===== src/rtl/prog_seq_pkg.sv =====
// Shared sequencer types: FSM states, ProgState encodings, program count.
// Also used by the exception checker and control, which decode ProgState.
package prog_seq_pkg;

    typedef enum logic [2:0] {
        S_IDLE,
        S_INIT,
        S_RUN,
        S_NEXT,
        S_DONE
    } state_e;

    localparam logic [1:0] PS_IDLE   = 2'b00;
    localparam logic [1:0] PS_P1     = 2'b01;
    localparam logic [1:0] PS_P2     = 2'b10;
    localparam logic [1:0] PS_P3     = 2'b11;
    localparam logic [1:0] NUM_PROGS = 2'd3;

    // One-hot TimeoutMask bit for program p (1..3).
    function automatic logic [2:0] prog_bit(input logic [1:0] p);
        logic [2:0] b;
        b = 3'b000;
        case (p)
            2'd1:    b = 3'b001;
            2'd2:    b = 3'b010;
            2'd3:    b = 3'b100;
            default: b = 3'b000;
        endcase
        return b;
    endfunction

endpackage


===== src/rtl/sat_counter.sv =====
// Up-counter with synchronous reset/clear and enable; sticks at all-ones.
// One-cycle update latency; no backpressure.
module sat_counter #(
    parameter int WIDTH = 16
) (
    input  logic             clk_i,
    input  logic             rst_i,
    input  logic             clr_i,
    input  logic             en_i,
    output logic [WIDTH-1:0] cnt_o
);

    logic [WIDTH-1:0] cnt_q;

    always_ff @(posedge clk_i) begin
        if (rst_i || clr_i) begin
            cnt_q <= '0;
        end else if (en_i && (cnt_q != {WIDTH{1'b1}})) begin
            cnt_q <= cnt_q + 1'b1;
        end
    end

    assign cnt_o = cnt_q;

endmodule


===== src/rtl/prog_sequencer.sv =====
// Program sequencer: runs programs 1->2->3 after Start, pulses PCInit with each start PC,
// and ends a program on Halt or on watchdog expiry. Optional PROG_TRACE_EN adds sim trace.
module prog_sequencer
    import prog_seq_pkg::*;
#(
    parameter logic [9:0]  PROG1_ADDR = 10'd0,
    parameter logic [9:0]  PROG2_ADDR = 10'd256,
    parameter logic [9:0]  PROG3_ADDR = 10'd512,
    parameter logic [15:0] MAX_CYCLES = 16'd8192
) (
    input  logic        CLK,
    input  logic        Reset,
    input  logic        Start,
    input  logic        Halt,
    output logic [1:0]  ProgState,
    output logic        PCInit,
    output logic [9:0]  StartAddr,
    output logic        Busy,
    output logic        Done,
    output logic [15:0] CycleCount,
    output logic [15:0] LastCount,
    output logic [2:0]  TimeoutMask
);

    state_e      state_q;
    logic [1:0]  prog_q;
    logic [1:0]  prog_state_q;
    logic        pcinit_q;
    logic [9:0]  start_addr_q;
    logic        busy_q;
    logic        done_q;
    logic [15:0] last_count_q;
    logic [2:0]  timeout_mask_q;
    logic [15:0] cycle_cnt;
    logic [1:0]  prog_d;

    function automatic logic [9:0] prog_addr(input logic [1:0] p);
        logic [9:0] a;
        a = PROG1_ADDR;
        case (p)
            2'd2:    a = PROG2_ADDR;
            2'd3:    a = PROG3_ADDR;
            default: a = PROG1_ADDR;
        endcase
        return a;
    endfunction

    assign prog_d = prog_q + 2'd1;

    sat_counter #(.WIDTH(16)) u_cycle_cnt (
        .clk_i (CLK),
        .rst_i (Reset),
        .clr_i (state_q == S_INIT),
        .en_i  (state_q == S_RUN),
        .cnt_o (cycle_cnt)
    );

    always_ff @(posedge CLK) begin
        if (Reset) begin
            state_q        <= S_IDLE;
            prog_q         <= 2'd0;
            prog_state_q   <= PS_IDLE;
            pcinit_q       <= 1'b0;
            start_addr_q   <= 10'd0;
            busy_q         <= 1'b0;
            done_q         <= 1'b0;
            last_count_q   <= 16'd0;
            timeout_mask_q <= 3'b000;
        end else begin
            pcinit_q <= 1'b0;
            case (state_q)
                S_IDLE, S_DONE: begin
                    if (Start) begin
                        state_q        <= S_INIT;
                        prog_q         <= 2'd1;
                        prog_state_q   <= PS_P1;
                        pcinit_q       <= 1'b1;
                        start_addr_q   <= PROG1_ADDR;
                        busy_q         <= 1'b1;
                        done_q         <= 1'b0;
                        timeout_mask_q <= 3'b000;
                    end
                end
                S_INIT: state_q <= S_RUN;
                S_RUN: begin
                    // Halt takes priority over a watchdog expiry in the same cycle.
                    if (Halt) begin
                        state_q <= S_NEXT;
                    end else if (cycle_cnt == MAX_CYCLES - 16'd1) begin
                        timeout_mask_q <= timeout_mask_q | prog_bit(prog_q);
                        state_q        <= S_NEXT;
                    end
                end
                S_NEXT: begin
                    last_count_q <= cycle_cnt;
                    if (prog_q == NUM_PROGS) begin
                        state_q      <= S_DONE;
                        prog_state_q <= PS_IDLE;
                        busy_q       <= 1'b0;
                        done_q       <= 1'b1;
                    end else begin
                        state_q      <= S_INIT;
                        prog_q       <= prog_d;
                        prog_state_q <= prog_d;
                        pcinit_q     <= 1'b1;
                        start_addr_q <= prog_addr(prog_d);
                    end
                end
                default: state_q <= S_IDLE;
            endcase
        end
    end

`ifdef PROG_TRACE_EN
    always @(posedge CLK) begin
        if (!Reset && state_q == S_NEXT) begin
            $display("prog %0d %s, LastCount=%0d", prog_q,
                     ((timeout_mask_q & prog_bit(prog_q)) != 3'b000) ? "timed out" : "halted",
                     cycle_cnt);
            if (prog_q == NUM_PROGS) begin
                $display("All programs done");
            end
        end
    end
`endif

    assign ProgState   = prog_state_q;
    assign PCInit      = pcinit_q;
    assign StartAddr   = start_addr_q;
    assign Busy        = busy_q;
    assign Done        = done_q;
    assign CycleCount  = cycle_cnt;
    assign LastCount   = last_count_q;
    assign TimeoutMask = timeout_mask_q;

endmodule


===== config.mk =====
export PLATFORM = sky130hd
export DESIGN_NAME = prog_sequencer
export DESIGN_NICKNAME = d
export VERILOG_FILES = /design/src/rtl/prog_seq_pkg.sv /design/src/rtl/sat_counter.sv /design/src/rtl/prog_sequencer.sv
export SDC_FILE = /design/constraint.sdc
export NUM_CORES = 1
export LEC_CHECK = 0
export ABC_AREA = 1
export BUFFER_PORTS_ARGS = -buffer_cell sky130_fd_sc_hd__buf_2
export CORE_MARGIN = 8
export CORE_UTILIZATION = 54
export CTS_CLUSTER_DIAMETER = 150
export CTS_CLUSTER_SIZE = 25
export DETAILED_ROUTE_END_ITERATION = 8
export PLACE_DENSITY = 0.86
export SLEW_MARGIN = 10
export SYNTH_ARGS = -nofsm -noshare
export SYNTH_HDL_FRONTEND = slang
export SYNTH_SLANG_ARGS = --single-unit

===== constraint.sdc =====
create_clock -name CLK -period 2.9 [get_ports CLK]
set_input_delay 0.29 -clock CLK [delete_from_list [all_inputs] [get_ports CLK]]
set_output_delay 0.29 -clock CLK [all_outputs]
set_load 0.01 [all_outputs]

# After elaboration in Yosys (flattened, before gate mapping)
# Index checks and enable logic that the tools add are counted.
# Widths: inputs -> output; s select.
[totals]
in_bits = 4
regBits = 55
[op_classes]
bitwise_logic = 1
muxes = 32
n_addsub = 2
eq_ne = 17
n_reduce_logical = 11
[ops]
columns = ["operator", "n"]
rows = [
  ["$pmux 10 s2", 2],
  ["$mux 3", 11],
  ["$mux 10", 2],
  ["$add 16x1->16 const B", 1],
  ["$eq 16x13->1 const B", 1],
  ["$ne 16x16->1 const B", 1],
  ["$pmux 3 s4", 1],
  ["$ne 2x2->1 const B", 5],
  ["$pmux 3 s3", 1],
  ["$eq 2x2->1 const B", 4],
  ["$pmux 2 s2", 2],
  ["$eq 3x2->1 const B", 2],
  ["$mux 1", 6],
  ["$mux 2", 3],
  ["$pmux 1 s2", 3],
  ["$pmux 3 s2", 1],
  ["$reduce_and 3->1", 2],
  ["$reduce_and 2->1", 2],
  ["$reduce_and 4->1", 1],
  ["$reduce_bool 2->1", 2],
  ["$eq 3x1->1 const B", 1],
  ["$eq 3x3->1 const B", 1],
  ["$logic_not 3->1", 1],
  ["$ne 3x3->1 const B", 1],
  ["other kinds (6)", 6],
]

# Depth between registers and ports, before layout
# Gate-level depths: netlist (run 1).
[depth]
ltp_word = 10
ltp_mapped = 10

# Cells and area by module
# From an unflattened synthesis (run 1), not the netlist that was laid out.
[unflattened]
hier_cells = 335
area_unflattened_um2 = 2331.0
[by_module_without_submodules]
columns = ["module", "n_inst", "seq_area_each_um2", "cells_per_inst", "area_each_um2"]
rows = [
  ["prog_sequencer", 1, 620.6, 186, 1382.6],
  ["sat_counter", 1, 320.3, 149, 948.4],
]

# Worst setup path before layout (run 1)
# Ideal clock, no wire load.
[synth_path]
path_kind = "flip-flop to flip-flop"
from = "register u_cycle_cnt.cnt_q[0], in the netlist u_cycle_cnt.cnt_o[0]"
to = "register u_cycle_cnt.cnt_q[1], in the netlist u_cycle_cnt.cnt_o[1]"
path_buffers = 1
setup_slack_ns = 1.325
t_required_ns = 2.784
t_arrival_ns = 1.459
stages_incl_launch_ff = 10
path_cell_list = "dfxtp_1 ha_1 nand3_4 nor2_4 nand2_2 nand2_1 nand2_2 buf_6 nor2_1 nor2_1"
[synth_between]
elab_chain_len = 2
elab_cells_between_ends = 3
cone_classes = "1 x add/sub; 1 x eq/ne; 1 x reduce/logical"
[synth_rtl]
columns = ["element", "line", "text"]
rows = [
  ["from (decl)", "sat_counter.sv:13", "logic [WIDTH-1:0] cnt_q;"],
  ["from (signal assigned)", "sat_counter.sv:19", "cnt_q <= cnt_q + 1'b1;"],
  ["branches (longest 2 deep; another with $add 16x1->16)", "-", ""],
]
# Parallel ways; which one is timed is not known.
# A chain may end at the register's enable or synchronous reset.

# Worst setup path after layout (run 1)
[layout_path]
from = "register u_cycle_cnt.cnt_q[1], in the netlist u_cycle_cnt.cnt_o[1]"
to = "register u_cycle_cnt.cnt_q[15], in the netlist u_cycle_cnt.cnt_o[15]"
# The elaborated chain is that of the path after synthesis.

==> results of run 1 <==
==> worst reg2reg max path: stages, from the launching register on <==
cell and delay (ns):
dfxtp_1 0.43, ha_1 0.31, nand3_4 0.12, nor2_4 0.22, nand2_2 0.08, nand2_1 0.07
nand2_2 0.21, a21oi_1 0.20, nor2_1 0.06
==> Yosys cell counts (all sizes together) <==
cell	count
nand3	19
or2	1
or4	1
nand4	2
inv	29
nor2	47
o21ai	20
xnor2	4
a21oi	32
xor2	5
nand2	65
ha	5
o211ai	1
dlygate4sd1	1
conb	1
nor3	3
o22ai	1
dfxtp	47
buf	12
nand3b	1
a31oi	1
clkbuf	3
==> through the flow <==
| stage | cells | power (W) | utilization, % | instance area, µm² |
|---|---|---|---|---|
| finish | 396 | 0.001411 | 62.89 | 2497 |
| global route | 396 | 0.001500 | 62.89 | 2497 |
| CTS | 396 | 0.001421 | 62.89 | 2497 |
| detailed placement | 388 | 0.001029 | 60.65 | 2409 |
| global placement | 388 | 0.001024 | 60.65 | 2409 |
| floorplan | 308 | 0.0009641 | - | 2226 |
==> flip-flops by register name, summed over array words and instances (netlist names) <==
register / flops
TimeoutMask: 3
prog_q: 2
StartAddr: 2
LastCount: 16
ProgState: 2
PCInit: 1
Busy: 1
Done: 1
u_cycle_cnt.cnt_o: 16
state_q: 3
==> cell type report <==
cell class	count	share of cell area, %
Timing Repair Buffer	46	9.319
Multi-Input combinational cell	216	42.59
Sequential cell	47	37.68
Inverter	29	4.359
Tap cell	50	2.505
Clock inverter	3	0.8016
Clock buffer	5	2.756
==> worst max path at each step <==
stage | slack [ns] | depth (start not counted) | endpoint
2_1_floorplan | 1.33 | 9 | u_cycle_cnt.cnt_o[1]$_SDFFE_PP0P_
3_3_place_gp | 1.18 | 8 | u_cycle_cnt.cnt_o[15]$_SDFFE_PP0P_
3_5_place_dp | 1.15 | 8 | u_cycle_cnt.cnt_o[15]$_SDFFE_PP0P_
4_1_cts | 1.14 | 8 | u_cycle_cnt.cnt_o[15]$_SDFFE_PP0P_
5_1_grt | 0.89 | 6 | prog_q[0]$_SDFFE_PP0P_
6_report | 1.10 | 8 | u_cycle_cnt.cnt_o[15]$_SDFFE_PP0P_
==> cells by family (layout without fill, tap and decap cells) <==
family | count (synthesis) | after routing
adder cells (fa/ha/maj) | 5 | 5
other | 1 | 8
XOR/XNOR | 9 | 9
flip-flops | 47 | 47
AND/OR/NAND/NOR | 139 | 139
buffers and inverters | 45 | 83
AO/OA/AOI/OAI | 55 | 55
==> layer usage <==
layer | up-vias | routed length [µm] | GRT usage (%) | share of wire (%)
met5 | - | 0 | 0 | 0
met4 | 0 | 70 | 6.909 | 1.4
met3 | 6 | 384 | 4.279 | 7.5
met2 | 70 | 2301 | 24.69 | 45
met1 | 875 | 2378 | 21.05 | 46
li1 | 1031 | - | - | -
==> report_power, final <==
part           switching [W]  internal, W
registers          0.0000365     0.000692
clock network       0.000227     0.000168
logic               0.000198    0.0000901
total               0.000462     0.000950
==> flow_summary.ini, run 1 <==
[outcome]
status = completed

[detailed_routing]
firstDrtPassIters = 4
wl_per_cell_um = 12.97
drc_errors = 0
dr.first_iter.drc_count = 161
vias_per_cell = 5.005
drtAntennaViolNets = 0
vias = 1982
wl_um = 5135

[pwr]
max-vdd-ir-drop_mv = 0.2611
total_leakage_power_nw = 1.111
powerDensity_mw_per_mm2 = 565.1

[worst_setup_path]
r2r_slack_ns = 1.10
rr_worst_depth = 8
cp.arrival_ns = 2.00
r2r-start = u_cycle_cnt.cnt_o[1]$_SDFFE_PP0P_
cp_cell_sequence = ha_1 -> nand3_4 -> nor2_4 -> nand2_2 -> nand2_1 -> nand2_2 -> a21oi_1 -> nor2_1
cp_max_fo = 17
start_kind = flip-flop
timing.critical_path.buf_inv = 0
endpoint_kind = flip-flop
worstReg2RegEnd = u_cycle_cnt.cnt_o[15]$_SDFFE_PP0P_
crit_type = reg -> reg
slowest_stage = dfxtp_1
path_delay_family = simple AND/OR/NAND/NOR gates
cp-startpoint = u_cycle_cnt.cnt_o[1]$_SDFFE_PP0P_
slowest_delay_ns = 0.43
cp.required_ns = 3.10
path_common_cell = nand2_2

[synthesis]
synth_compound_area_share_pct = 12.91
seq_area_frac_synth_pct = 42.78
avgSynthCellArea_um2 = 7.308
synth_top_family_by_area = simple AND/OR/NAND/NOR gates
syn_area_mm2 = 0.002200
synthCells = 301
synth_top_area_share_pct = 42.78
muxShareOfSynthArea_pct = 0
synth-xor-area-share_pct = 3.584
synth_top_area_cell = dfxtp_1
ys_warn_count = 0
ys_seq_elements = 47
yosys.area_share.adder_pct = 2.844
yosysUniqueCellTypes = 31
synthSimpleGateAreaFrac_pct = 27.65
synth.area.top_cells = dfxtp_1 (43%), nand2_1 (11%), nor2_1 (7.8%)

[die]
die_y_um = 79.82
die_w_um = 79.82
dieArea_mm2 = 0.006371
rows = 23
coreArea_mm2 = 0.003971
start_util_pct = 55.39
num_io_pins = 54

[hold_path]
min-delay-start = Start
hold_path_end = state_q[2]$_SDFFE_PP0P_
holdPathStages = 3
hp-class = in -> reg

[placed_design]
pre_cts_slack_ns = 1.153
io_buffers = 45
post-dp-hpwl_um = 3782
place_congestion = 0.8760

[layout]
fill_cells = 363
areaGrowthSynthToFinish_pct = 13.54
final_common_cell = nand2_1
antenna_cells = 0
drive_gt1_share_pct = 18.50
final_nets = 354
multiInputGateArea_mm2 = 0.001064
regArea_um2 = 940.9
layout_common_cells = nand2_1 (62), dfxtp_1 (47), nor2_1 (46)

[sta]
hold_viol_final = 0
finalCriticalPeriod_ns = 1.800
timing.final.ws_setup_ns = 1.100
rsz0062_at_grt = no
final.setup.tns_ns = 0
setup-violations-final = 0
fin_crit_sh_pct = 62.06
final_max_slew_viol_count = 0
fmax_ghz = 0.5557
hold_ws_ns = 0.2798
fin_skew_ns = 0.01032

[clock_tree]
holdBufCountCts = 0
cts.sinks = 47
cts-resized-gates = 0
clock_path_buffers = 2
postCtsSetupBuffers = 0
cts_tree = yes
clock-root-buffer = clkbuf_8
insertion_delay_ns = 0.31
cts_made_buffers = 5
clk_pin_slew_ns = 0.08
cts_max_level = 2

[global_routing]
grt_usage_pct = 16.22
grt_first_pass_wirelength_um = 8349
antenna_found_initial = 0
grt_max_degree = 20
grt_pass1_vias = 1819
grt.overflow.total = 0

[run]
maxCapViolations = 0
No activity file was read; power rests on OpenSTA's default activity.
==> inputs of run 2 (changes only) <==
CORE_UTILIZATION = 53   (was 54)
PLACE_DENSITY = 0.84   (was 0.86)
clock period = 1.8 ns   (was 2.9 ns; I/O delays follow)
==> flow_summary.ini, run 2 (synthesis results as in run 1) <==
[outcome]
status = completed

[pwr]
total_leakage_power_nw = 1.162
switching_share_pct = 32.38
seqPwrFrac_pct = 50.6
intPower_w = 0.001557
powerDensity_mw_per_mm2 = 891.3
p_comb_share_pct = 21.4
max-vdd-ir-drop_mv = 0.4869
switchingPower_w = 0.0007458
clockPowerShare_pct = 27.9

[global_routing]
grt_usage_pct = 16.25
grt_first_pass_wirelength_um = 8438
grt.overflow.total = 0
grt_max_degree = 24
grt_pass1_vias = 1831
antenna_found_initial = 0

[die]
rows = 23
die_w_um = 80.42
die_y_um = 80.42
coreArea_mm2 = 0.004000
dieArea_mm2 = 0.006467
start_util_pct = 54.99
num_io_pins = 54

[sta]
fin_skew_ns = 0.005644
hold_viol_final = 0
final_max_slew_viol_count = 0
final.setup.tns_ns = 0
setup-violations-final = 0
fmax_ghz = 0.6303
finalCriticalPeriod_ns = 1.586
fin_crit_sh_pct = 88.14
timing.final.ws_setup_ns = 0.2135
rsz0062_at_grt = no

[hold_path]
hp-class = in -> reg

[detailed_routing]
drtAntennaViolNets = 0
firstDrtPassIters = 4
wl_per_cell_um = 12.52
dr.first_iter.drc_count = 115
vias_per_cell = 4.998
drc_errors = 0
wl_um = 5084
vias = 2029

[clock_tree]
cts_tree = yes
cts_made_buffers = 5
postCtsSetupBuffers = 0
clock_path_buffers = 2
insertion_delay_ns = 0.30
clock-root-buffer = clkbuf_8
cts.sinks = 47
cts_max_level = 2
clk_pin_slew_ns = 0.09

[worst_setup_path]
cp_max_fo = 13
path_delay_family = simple AND/OR/NAND/NOR gates
cp.arrival_ns = 1.82
cp.required_ns = 2.03
slowest_delay_ns = 0.40
endpoint_kind = flip-flop
r2r_slack_ns = 0.21
start_kind = flip-flop
cp_cell_sequence = ha_2 -> nand3_4 -> nor2_4 -> nand3_2 -> nand2_2 -> nand2_1 -> a21oi_1
slowest_stage = dfxtp_1
crit_type = reg -> reg
timing.critical_path.buf_inv = 0

[layout]
final_nets = 364
drive_gt1_share_pct = 21.07
antenna_cells = 0
final_common_cell = nand2_1
layout_common_cells = nand2_1 (62), dfxtp_1 (47), nor2_1 (46)
areaGrowthSynthToFinish_pct = 17.46

[placed_design]
pre_cts_slack_ns = 0.1177
io_buffers = 45
post-dp-hpwl_um = 3844
place_congestion = 0.8750

[run]
maxCapViolations = 0
run 2: changes by cell type in the layout (fill, tap and decap cells not counted):
cell	previous run	this run
nand2_4	0	1
inv_6	0	1
clkinv_2	1	0
nand2_2	3	2
ha_1	5	4
ha_2	0	1
buf_4	1	11
run 2: final timing paths:
| check | startpoint | end | cells past startpoint |
|---|---|---|---|
| setup / recovery | u_cycle_cnt.cnt_o[1]$_SDFFE_PP0P_ | u_cycle_cnt.cnt_o[7]$_SDFFE_PP0P_ | 7 |
| hold / removal | Reset | ProgState[0]$_SDFFE_PP0P_ | 2 |
| setup reg to reg | u_cycle_cnt.cnt_o[1]$_SDFFE_PP0P_ | u_cycle_cnt.cnt_o[7]$_SDFFE_PP0P_ | 7 |
| hold reg to reg | TimeoutMask[2]$_SDFFE_PP0P_ | TimeoutMask[2]$_SDFFE_PP0P_ | 2 |
run 2: final cells by class:
class	count	area [µm²]
repair buffers	56	307.8
multi-input cells	216	1071
clock buffers	5	68.82
inverters	29	108.9
fillers	355	1416
clock inverters	3	23.77
flip-flops and latches	47	940.9
well taps	50	62.56
run 2: worst reg2reg max path, stage by stage, from the launching register on:
cell     delay, ns
dfxtp_1       0.40
ha_2          0.25
nand3_4       0.10
nor2_4        0.21
nand3_2       0.10
nand2_2       0.22
nand2_1       0.08
a21oi_1       0.16
run 2: layer usage:
layer	routed length [µm]	part of all wire (%)	vias to the layer above	GRT usage [%]
met4	69	1.4	0	7.455
met1	2271	45	894	21.41
met3	476	9.4	8	4.799
li1	-	-	1052	-
met2	2267	45	75	23.66
met5	0	0	-	0
run 2: through the flow:
step	hold WS (ns)	utilization, %	std cells	area (µm²)	total power, W
final	0.1858	64.59	406	2584	0.002303
after global routing	0.1789	64.59	406	2584	0.002455
after CTS	0.1720	64.40	406	2576	0.002315
after detailed placement	0.4406	62.09	398	2484	0.001675
after global placement	0.4362	62.09	398	2484	0.001664
after floorplan	0.2491	-	308	2226	0.001553
run 2: repair_timing:
item                                    CTS  global route
endpoints found under the setup margin    0             2
gates resized for setup                   0             2
hold buffers                              0             0
run 2: power by group through the flow:
| stage | logic, W | clock network, W | registers, W |
|---|---|---|---|
| finish | 0.000493 | 0.000643 | 0.00117 |
| global route | 0.000565 | 0.000712 | 0.00118 |
| CTS | 0.000490 | 0.000659 | 0.00117 |
| detailed placement | 0.000487 | 0 | 0.00119 |
| global placement | 0.000480 | 0 | 0.00118 |
| floorplan | 0.000337 | 0 | 0.00122 |
